## config.mk

```make
export PLATFORM = sky130hd
export DESIGN_NAME = mem_bus_arbiter
export DESIGN_NICKNAME = d
export VERILOG_FILES = /design/src/rtl/mem_bus_arbiter.sv
export SDC_FILE = /design/constraint.sdc
export NUM_CORES = 1
export LEC_CHECK = 0
export ABC_AREA = 1
export CORE_ASPECT_RATIO = 0.6
export CORE_UTILIZATION = 25
export DETAILED_ROUTE_END_ITERATION = 10
export GPL_TIMING_DRIVEN = 0
export PLACE_DENSITY_LB_ADDON = 0.1
export SLEW_MARGIN = 20
export SYNTH_ARGS = -nofsm -noshare
export SYNTH_HDL_FRONTEND = slang
export SYNTH_SLANG_ARGS = --single-unit
export TNS_END_PERCENT = 50
```

## constraint.sdc

```tcl
create_clock -name clk -period 1.8 [get_ports clk]
set_input_delay 0.36 -clock clk [delete_from_list [all_inputs] [get_ports clk]]
set_output_delay 0.36 -clock clk [all_outputs]
set_load 0.005 [all_outputs]
```

## src/rtl/mem_bus_arbiter.sv

```systemverilog
// mem_bus_arbiter
//   Shares the single external memory port between the instruction-fetch
//   requester (imem, read-only) and the load/store requester (dmem).
//   A three-state FSM grants one requester at a time. Ties alternate
//   round-robin. All memory-side signals are registered. A per-transaction
//   timeout aborts a transaction when memory never answers.
//
// Handshake: a requester raises *_req with stable address/data and holds it
//   until its *_ready pulses for one cycle. *_rdata is valid only in that
//   cycle. The arbiter ignores a requester's req while that requester's ready
//   is high, so a slow deassert cannot cause a second grant. On the memory
//   side, mem_re/mem_wr stay high until mem_ready pulses for one cycle, or
//   until TIMEOUT cycles pass.
//
// Ports:
//   clk, rst           clock (rising edge), asynchronous active-low reset
//   imem_req/addr      fetch request and address
//   imem_rdata/ready   fetched word and completion pulse
//   dmem_req/we/addr/wdata  load/store request
//   dmem_rdata/ready   load data and completion pulse
//   mem_addr/data_in/wr/re  registered memory-side command
//   mem_data_out/ready memory read data and completion pulse
//   dmem_owns          high while a dmem transaction holds the bus
//   bus_err            pulses with the owner's ready when the transaction timed out
//   dbg_state_o        current FSM state, for debug and checkers
module mem_bus_arbiter #(
   parameter int unsigned TIMEOUT = 255
) (
   input  logic        clk,
   input  logic        rst,
   input  logic        imem_req,
   input  logic [31:0] imem_addr,
   output logic [31:0] imem_rdata,
   output logic        imem_ready,
   input  logic        dmem_req,
   input  logic        dmem_we,
   input  logic [31:0] dmem_addr,
   input  logic [31:0] dmem_wdata,
   output logic [31:0] dmem_rdata,
   output logic        dmem_ready,
   output logic [31:0] mem_addr,
   output logic [31:0] mem_data_in,
   output logic        mem_wr,
   output logic        mem_re,
   input  logic [31:0] mem_data_out,
   input  logic        mem_ready,
   output logic        dmem_owns,
   output logic        bus_err,
   output logic [1:0]  dbg_state_o
);

   typedef enum logic [1:0] {
      IDLE      = 2'd0,
      IMEM_BUSY = 2'd1,
      DMEM_BUSY = 2'd2
   } state_t;

   localparam logic [7:0] TMO = 8'(TIMEOUT);

   state_t      state_q, state_d;
   logic        last_dmem_q, last_dmem_d;   // 1 = dmem owned the bus last
   logic [7:0]  cnt_q, cnt_d;
   logic [31:0] mem_addr_q, mem_addr_d;
   logic [31:0] mem_din_q, mem_din_d;
   logic        mem_wr_q, mem_wr_d;
   logic        mem_re_q, mem_re_d;
   logic        owns_q, owns_d;
   logic        i_rdy_q, i_rdy_d;
   logic [31:0] i_rdata_q, i_rdata_d;
   logic        d_rdy_q, d_rdy_d;
   logic [31:0] d_rdata_q, d_rdata_d;
   logic        err_q, err_d;

   logic        i_eff, d_eff, grant_d, grant_i, done, tmo;

   // A requester whose ready is high this cycle is finishing; mask its req.
   assign i_eff = imem_req & ~i_rdy_q;
   assign d_eff = dmem_req & ~d_rdy_q;

   // On a tie the requester that did not own the bus last wins.
   assign grant_d = d_eff & (~i_eff | ~last_dmem_q);
   assign grant_i = i_eff & ~grant_d;

   // mem_ready wins over a timeout that lands on the same cycle.
   assign done = mem_ready;
   assign tmo  = ~mem_ready & ((cnt_q + 8'd1) == TMO);

   always_comb begin
      state_d     = state_q;
      last_dmem_d = last_dmem_q;
      cnt_d       = cnt_q;
      mem_addr_d  = mem_addr_q;
      mem_din_d   = mem_din_q;
      mem_wr_d    = mem_wr_q;
      mem_re_d    = mem_re_q;
      owns_d      = owns_q;
      i_rdy_d     = 1'b0;
      i_rdata_d   = 32'd0;
      d_rdy_d     = 1'b0;
      d_rdata_d   = 32'd0;
      err_d       = 1'b0;
      case (state_q)
         IDLE: begin
            if (grant_d) begin
               state_d     = DMEM_BUSY;
               mem_addr_d  = dmem_addr;
               mem_din_d   = dmem_wdata;
               mem_re_d    = ~dmem_we;
               mem_wr_d    = dmem_we;
               owns_d      = 1'b1;
               last_dmem_d = 1'b1;
               cnt_d       = 8'd0;
            end else if (grant_i) begin
               state_d     = IMEM_BUSY;
               mem_addr_d  = imem_addr;
               mem_re_d    = 1'b1;
               mem_wr_d    = 1'b0;
               owns_d      = 1'b0;
               last_dmem_d = 1'b0;
               cnt_d       = 8'd0;
            end
         end
         IMEM_BUSY, DMEM_BUSY: begin
            if (done || tmo) begin
               state_d  = IDLE;
               mem_re_d = 1'b0;
               mem_wr_d = 1'b0;
               owns_d   = 1'b0;
               err_d    = tmo;
               if (state_q == IMEM_BUSY) begin
                  i_rdy_d   = 1'b1;
                  i_rdata_d = done ? mem_data_out : 32'd0;
               end else begin
                  d_rdy_d   = 1'b1;
                  // Stores return zero; a load returns memory data.
                  d_rdata_d = (done && !mem_wr_q) ? mem_data_out : 32'd0;
               end
            end else begin
               cnt_d = cnt_q + 8'd1;
            end
         end
         default: state_d = IDLE;
      endcase
   end

   always_ff @(posedge clk or negedge rst) begin
      if (!rst) begin
         state_q     <= IDLE;
         last_dmem_q <= 1'b0;
         cnt_q       <= 8'd0;
         mem_addr_q  <= 32'd0;
         mem_din_q   <= 32'd0;
         mem_wr_q    <= 1'b0;
         mem_re_q    <= 1'b0;
         owns_q      <= 1'b0;
         i_rdy_q     <= 1'b0;
         i_rdata_q   <= 32'd0;
         d_rdy_q     <= 1'b0;
         d_rdata_q   <= 32'd0;
         err_q       <= 1'b0;
      end else begin
         state_q     <= state_d;
         last_dmem_q <= last_dmem_d;
         cnt_q       <= cnt_d;
         mem_addr_q  <= mem_addr_d;
         mem_din_q   <= mem_din_d;
         mem_wr_q    <= mem_wr_d;
         mem_re_q    <= mem_re_d;
         owns_q      <= owns_d;
         i_rdy_q     <= i_rdy_d;
         i_rdata_q   <= i_rdata_d;
         d_rdy_q     <= d_rdy_d;
         d_rdata_q   <= d_rdata_d;
         err_q       <= err_d;
      end
   end

   assign imem_rdata  = i_rdata_q;
   assign imem_ready  = i_rdy_q;
   assign dmem_rdata  = d_rdata_q;
   assign dmem_ready  = d_rdy_q;
   assign mem_addr    = mem_addr_q;
   assign mem_data_in = mem_din_q;
   assign mem_wr      = mem_wr_q;
   assign mem_re      = mem_re_q;
   assign dmem_owns   = owns_q;
   assign bus_err     = err_q;
   assign dbg_state_o = state_q;

endmodule

```

== After elaboration in Yosys (flattened, before gate mapping) ==
Index checks and enable logic that the tools add are counted.
Storage, ports and cells
  bits of input ports: 134
  output and inout port bits: 136
  logic and storage cells: 80
  bits in registers: 145
Operators by class
  muxes and demuxes: 35
  bitwise operators: 13
  reductions and logical operators: 12
  equality and inequality tests: 6
  add/sub/neg operators: 1
Operators with widths (number)
  $mux W32: 10
  $mux W8: 3
  $pmux W8 S2: 1
  $mux W1: 14
  $add A8 B1 Y8 const B: 1
  $eq A8 B8 Y1 const B: 1
  $not A1 Y1: 7
  $mux W2: 3
  $pmux W1 S2: 3
  $reduce_and A2 Y1: 3
  $reduce_and A3 Y1: 2
  $and A1 B1 Y1: 5
  $ne A2 B2 Y1 const B: 2
  $pmux W2 S2: 1
  $reduce_bool A2 Y1: 2
  $ne A3 B3 Y1 const B: 1
  $eq A2 B1 Y1 const B: 1
  $eq A2 B2 Y1 const B: 1
  $logic_not A2 Y1: 1
  $reduce_or A2 Y1: 1
  $logic_and A1 B1 Y1: 1
  $logic_not A1 Y1: 1
  $logic_or A1 B1 Y1: 1
  $or A1 B1 Y1: 1

== Logic depth before layout (Yosys ltp) ==
Gate-level depths: netlist of run 1.
  word-level depth: 10
  mapped depth: 13
  gate-level depth less buffers: 13

== Worst setup path before layout of run 1 ==
No wires, ideal clock.
  kind: reg-to-reg
  start point: register state_q[0], in the netlist dbg_state_o[0]
  end point: register cnt_q[0]
  slack: 0.189 ns
  setup time: 0.065 ns
  period minus slack after synthesis: 1.611 ns
  stages on the path, launching flop included: 9
  data required time: 1.735 ns
  arrival: 1.546 ns
  path buffers: 0
  cell sequence: dfrtp_1 inv_1 ha_1 clkinv_1 nor2_1 nand2_4 nor2_4 nand2_1 nand2_1
Between the ends
  cells in the longest elaborated chain, start to end: 4
  elaborated cells on any way between the ends: 9
  classes of those cells: 4 x eq/ne; 1 x mux; 4 x reduce/logical
Ends and longest elaborated chain
  start: declaration: line 60  | state_t state_q, state_d;
  start signal: assignment: line 162  | state_q <= state_d;
  $eq A2 B1 Y1 or $eq A2 B2 Y1 (tied branches): line 102  | case (state_q)
  $reduce_or A2 Y1: line 102
  $ne A2 B2 Y1 (no source line) or $reduce_bool A2 Y1 (tied branches)
  $reduce_and A3 Y1 (no source line)
  end signal: assignment: line 164  | cnt_q <= cnt_d;
  end: declaration: line 62  | logic [7:0] cnt_q, cnt_d;
Parallel ways exist; a longest one is shown, timed or not.
A chain may end at the register's enable or synchronous reset.

== Worst setup path after layout of run 1 ==
  start point: register state_q[0], in the netlist dbg_state_o[0]
  end point: register i_rdata_q[24], in the netlist imem_rdata[24]
Between the ends
  cells in the longest elaborated chain, start to end: 4
  elaborated cells on any way between the ends: 6
  classes of those cells: 2 x eq/ne; 3 x mux; 1 x reduce/logical
Ends and longest elaborated chain
  $eq A2 B1 Y1: line 102, 130
  $mux W32: line 130  | if (state_q == IMEM_BUSY) begin
  $mux W32: line 124  | if (done || tmo) begin
  $mux W32 *: line 102
  via i_rdata_d[24]: line 69  | logic [31:0] i_rdata_q, i_rdata_d;
  end signal: assignment: line 171  | i_rdata_q <= i_rdata_d;
  end: declaration: line 69
The timed path passes the listed nets; every way through them passes the cells marked *.

==> summary.txt, run 1 <==
Clock tree
  • CTS root buffer: clkbuf_16
  • Clk buf depth: 2
  • H-tree levels: 4
  • Skew-Pair Late Insertion Delay: 420 ps
  • Clock Pin Slew Worst Setup and Hold Paths: 60 ps
  • CTS buffer count: 17
  • Clock Sinks: 145
  • CTS tree: built

Die
  • Initial core utilization: 0.2575
  • Die area: 23580 um2
  • Num ports: 270
  • Die width: 197.6 um
  • Core footprint: 22280 um2
  • Core Rows: 42
  • Die height: 119.4 um

Global routing
  • Initial antenna violation count: 1
  • Tot GR Track Use: 0.1599
  • Grt ovf: 0
  • Vias in the first global route: 5199
  • First-pass GRT wire length: 28400 um
  • Largest net degree at the start of global routing: 83

Route
  • Vias/cell: 4.279
  • Via Count: 5006
  • # DRC: 0
  • Post-DRT Antenna Nets: 0
  • First-pass iteration count of the detailed router: 4
  • Routed wire length: 18330 um
  • Initial DRC count: 162
  • Drt wl/cell: 15.67 um

Place
  • Detail Placement HPWL: 13400 um
  • Placer congestion estimate: 0.7662
  • Post-DP Area: 8848 um2
  • Number of port buffers: 269

Final layout
  • Share of post-route cells with drive strength above 1: 0.1382
  • Nets: 987
  • Cell area after layout: 9595 um2
  • Layout area overhead: 67.23%

Worst setup path
  • Critical path type: flop to flop
  • Crit-path cells: ha_1, clkbuf_2, nand3_1, clkbuf_1, nor2_1
  • Crit path required time: 2080 ps
  • Setup crit end kind: flop
  • Crit path launch type: flop
  • Worst path bufs/invs: 2
  • Slowest-stage cell, CP: clkbuf_1
  • Delay-heaviest family, CP: buffers and inverters
  • Worst stage delay on the critical path: 430 ps
  • Max FO, Critical Path: 10
  • Crit path DAT: 1990 ps

Hold path
  • Hold Crit Class: input pin to asynchronous set/reset pin

STA
  • Layout Skew: 8.070 ps
  • Final worst path period share: 0.9485
  • Unrepaired setup endpoints after global routing: yes
  • Slew margin rel.: 0.6152
  • Fmax: 0.5857 GHz
  • Final Hold Fails: 0
  • Final Critical Period: 1707 ps
  • Fin Hold WS: 464.4 ps
  • Final setup fails: 0
  • Max Slew Vio Count: 0
  • Worst-Margin Slew: 577.3 ps

Synth
  • Number of enable flip-flop cells after synthesis: 0
  • Syn_nets: 691
  • Yosys warns: 0
  • Sequential area share after synthesis: 0.6324
  • Async S/R FF share, synth: 1.000
  • Post-synth cell types: 29
  • Synth Flop Type: dfrtp_1
  • Post-Syn Area: 5738 um2
  • Synthesized area per cell: 10.38 um2
  • Register bit count reported by yosys: 145
  • Post-Synthesis Cells: 553

Run status
  • Status: completed

Pwr
  • Leakage: 0.004289 uW
  • Cell Pwr Density: 1479 nW/um2
  • Overall power: 14190 uW
  • Maximum VDD drop: 699.9 uV

Run
  • MaxCap Viol Count: 0
area by class of cell:
class                           instances  area [um2]
Clock buffer                           20       436.7
Sequential cell                       145        3631
Buffer                                 28       150.1
Inverter                               57       219.0
Clock inverter                         11       132.6
Multi-Input combinational cell        323        1859
Fill cell                            2196       12690
Antenna cell                            1       2.502
Tap cell                              308       385.4
Timing Repair Buffer                  277        2779
power by group:
group	internal (uW)	leakage, uW	switching, uW
Sequential	4320	0.00184	527
Clock	2050	0.000271	1410
Combinational	3160	0.00218	2720
Total	9530	0.00429	4650
synthesized netlist by cell type, types with 4 or more instances:
| master | count | area, um2 |
|---|---|---|
| nand2_1 | 115 | 431.7 |
| buf_1 | 4 | 15.01 |
| nand2_2 | 5 | 31.28 |
| buf_2 | 6 | 30.03 |
| a31oi_1 | 32 | 200.2 |
| mux2_2 | 29 | 326.6 |
| ha_1 | 4 | 50.05 |
| nor2_1 | 72 | 270.3 |
| dfrtp_1 | 145 | 3628 |
| nand3_1 | 5 | 25.02 |
| o21ai_1 | 5 | 25.02 |
| inv_1 | 54 | 202.7 |
| nor4_1 | 32 | 200.2 |
| nand2_4 | 5 | 56.30 |
| clkbuf_1 | 16 | 60.06 |
repair_timing:
action / in CTS / in global routing
endpoints found under the hold margin: 63 / 0
hold buffers: 1 / 0
pin swaps: 0 / 4
setup endpoints to repair: 99 / 116
cloned: 0 / 1
setup buffers: 0 / 6
gates resized for setup: 10 / 30
sequential cells by signal, indices dropped and copies added (netlist names), 2 cells and up:
name and flops:
dbg_state_o 2, dmem_rdata 32, cnt_q 8, mem_addr 32, imem_rdata 32, mem_data_in 32
per-stage QoR:
| step | setup TNS, ps | utilization | setup WS (ps) | instances |
|---|---|---|---|---|
| finish | 0 | 0.4306 | 92.65 | 1170 |
| floorplan | 0 | - | 189.1 | 553 |
| detailed placement | -44880 | 0.3971 | -625.4 | 1131 |
| global placement | -866110 | 0.3957 | -5708 | 1130 |
| global route | -820.4 | 0.4305 | -74.78 | 1169 |
| CTS | 0 | 0.4243 | 2.503 | 1163 |
worst reg2reg max path, cell delays in order, from the launching register on:
cell	delay, ps
dfrtp_1	410
ha_1	210
clkbuf_2	180
nand3_1	230
clkbuf_1	430
nor2_1	110
layer usage:
metal | global-route usage | wire (um) | up-vias
li1 | - | - | 2383
met1 | 0.2004 | 7976 | 2442
met2 | 0.2333 | 8034 | 168
met3 | 0.08864 | 2132 | 13
met4 | 0.04700 | 188 | 0
met5 | 0 | 0 | -
cells by family after synthesis:
group	after synthesis	synth area share
compound gates	41	0.04492
fa+ha+maj	4	0.008723
buf+inv	86	0.05953
flops	145	0.6324
mux	32	0.06280
simple gates	245	0.1917
cells in the final DEF, fill, tap and decap left out, types with 14 or more instances in the layout:
cell / n
nand2_1: 110
clkdlybuf4s50_1: 267
clkbuf_16: 17
nor4_1: 31
a31oi_1: 32
clkbuf_1: 14
nor2_1: 68
dfrtp_1: 143
mux2_2: 29
inv_1: 53
path summary, 6_finish.rpt:
check / startpoint / endpoint / slack, ps / cells past startpoint
worst min-delay path: rst / mem_addr[3] / 460 / 2
worst min register to register: mem_data_in[5] / mem_data_in[5] / 500 / 1
worst max register to register: dbg_state_o[0] / imem_rdata[24] / 90 / 5
worst max-delay path: dbg_state_o[0] / imem_rdata[24] / 90 / 5
max in group asynchronous: rst / imem_rdata[11] / 530 / 3
min in group clk: mem_data_out[23] / imem_rdata[23] / 480 / 3
Note: power is estimated with default switching activity, not from simulation.
==> run 2: changes to the inputs <==
- CORE_UTILIZATION: 25 -> 41
==> summary.txt, run 2 (synthesis gave the netlist of run 1 again) <==
Run status
  • Status: completed

Pwr
  • Maximum VDD drop: 747.1 uV
  • Cell Pwr Density: 1485 nW/um2
  • Leakage: 0.004304 uW
  • Overall power: 14010 uW

STA
  • Final worst path period share: 0.9835
  • Worst-Margin Slew: 510.1 ps
  • Max Slew Vio Count: 0
  • Final setup fails: 0
  • Slew margin rel.: 0.6600
  • Fmax: 0.5649 GHz
  • Fin Hold WS: 464.1 ps
  • Final Hold Fails: 0
  • Final WS setup: 29.70 ps
  • Unrepaired setup endpoints after global routing: yes
  • Final Critical Period: 1770 ps
  • Layout Skew: 9.739 ps

Place
  • Post-DP Area: 8703 um2
  • Placer congestion estimate: 0.8350
  • Number of port buffers: 269
  • Pre-CTS setup slack: -675.0 ps
  • Detail Placement HPWL: 12400 um

Worst setup path
  • Worst setup path startpoint: imem_req
  • Setup crit end kind: flop
  • Max FO, Critical Path: 10
  • Reg2reg start: dbg_state_o[0]
  • Critical path type: input pin to flop
  • Crit path DAT: 2070 ps
  • Crit path required time: 2100 ps
  • Crit path launch type: input pin

Route
  • Routed wire length: 17030 um
  • Post-DRT Antenna Nets: 0
  • Wire length on met2: 7927 um
  • Via Count: 5036
  • DR top layer: met4
  • Metal3 WL: 1642 um
  • First-pass iteration count of the detailed router: 4
  • # DRC: 0
  • Vias/cell: 4.764
  • Drt wl/cell: 16.11 um
  • Initial DRC count: 343
  • M1 wire length: 7094 um

Global routing
  • Largest net degree at the start of global routing: 89
  • Tot GR Track Use: 0.2462
  • Grt ovf: 0
  • Vias in the first global route: 5265
  • Initial antenna violation count: 0
  • First-pass GRT wire length: 26990 um

Die
  • Die width: 154.7 um
  • Die height: 93.64 um
  • Num ports: 270
  • Die area: 14490 um2
  • Core footprint: 13670 um2
  • Initial core utilization: 0.4198
  • Core Rows: 33

Hold path
  • Hold Crit Class: input pin to asynchronous set/reset pin

Final layout
  • Cell area after layout: 9432 um2
  • Most frequent cells in the layout: clkdlybuf4s50_1, dfrtp_1, nand2_1, nor2_1, inv_1
  • Ant. Diodes: 0
  • Share of post-route cells with drive strength above 1: 0.1410
  • Commonest non-fill, non-tap cell in the layout: clkdlybuf4s50_1
  • Layout area overhead: 64.37%
  • Nets: 990

Clock tree
  • CTS tree: built
  • Clock Sinks: 145
  • CTS buffer count: 17
  • H-tree levels: 4
  • CTS root buffer: clkbuf_16
  • Clk buf depth: 2
  • Clock Pin Slew Worst Setup and Hold Paths: 70 ps
  • Skew-Pair Late Insertion Delay: 420 ps

Run
  • MaxCap Viol Count: 0
[run 2: final timing paths]
check	end	slack, ps	cells past startpoint
max	mem_data_in[24]	30	9
min	imem_rdata[19]	460	2
max reg2reg	mem_addr[6]	110	7
min reg2reg	mem_data_in[5]	490	1
max in group asynchronous	mem_addr[8]	560	3
min in group clk	imem_rdata[26]	490	3
[run 2: per-layer routing]
layer  vias to the layer above  GRT usage
li1                       2390          -
met1                      2436     0.2984
met2                       183     0.3929
met3                        27    0.09963
met4                         0     0.1007
met5                         -          0
[run 2: power by group]
group | internal, uW | switching (uW) | leakage [uW] | total [uW]
registers | 4320 | 529 | 0.00184 | 4850
clock network | 1800 | 1480 | 0.000266 | 3280
logic | 3210 | 2660 | 0.00220 | 5870
total | 9340 | 4670 | 0.00430 | 14000
[run 2: metrics by stage]
step	utilization	cells	TNS, ps
global placement	0.6344	1014	-800340
detailed placement	0.6368	1015	-46620
CTS	0.6825	1050	0
global route	0.6901	1057	-512.3
floorplan	-	553	0
finish	0.6901	1057	0
[run 2: cell type report]
type	count	area [um2]
repair buffers	280	2803
fillers	1008	4235
flip-flops and latches	145	3631
clock inverters	15	127.6
plain buffers	29	165.2
inverters	57	219.0
multi-input cells	322	1821
clock buffers	17	425.4
well taps	192	240.2
[run 2: repair_timing]
action	CTS	global route
endpoints found under the setup margin	99	82
pin swaps	1	3
endpoints found under the hold margin	57	0
setup buffers	2	7
hold buffers	1	0
gates resized for setup	14	20
[run 2: worst max-delay path, stage by stage]
cell             delay, ps
clkdlybuf4s50_1        520
inv_1                   60
nor2_2                 100
nand2_1                100
nand2_4                160
inv_4                  100
nand2_4                140
buf_8                  170
mux2_2                 350
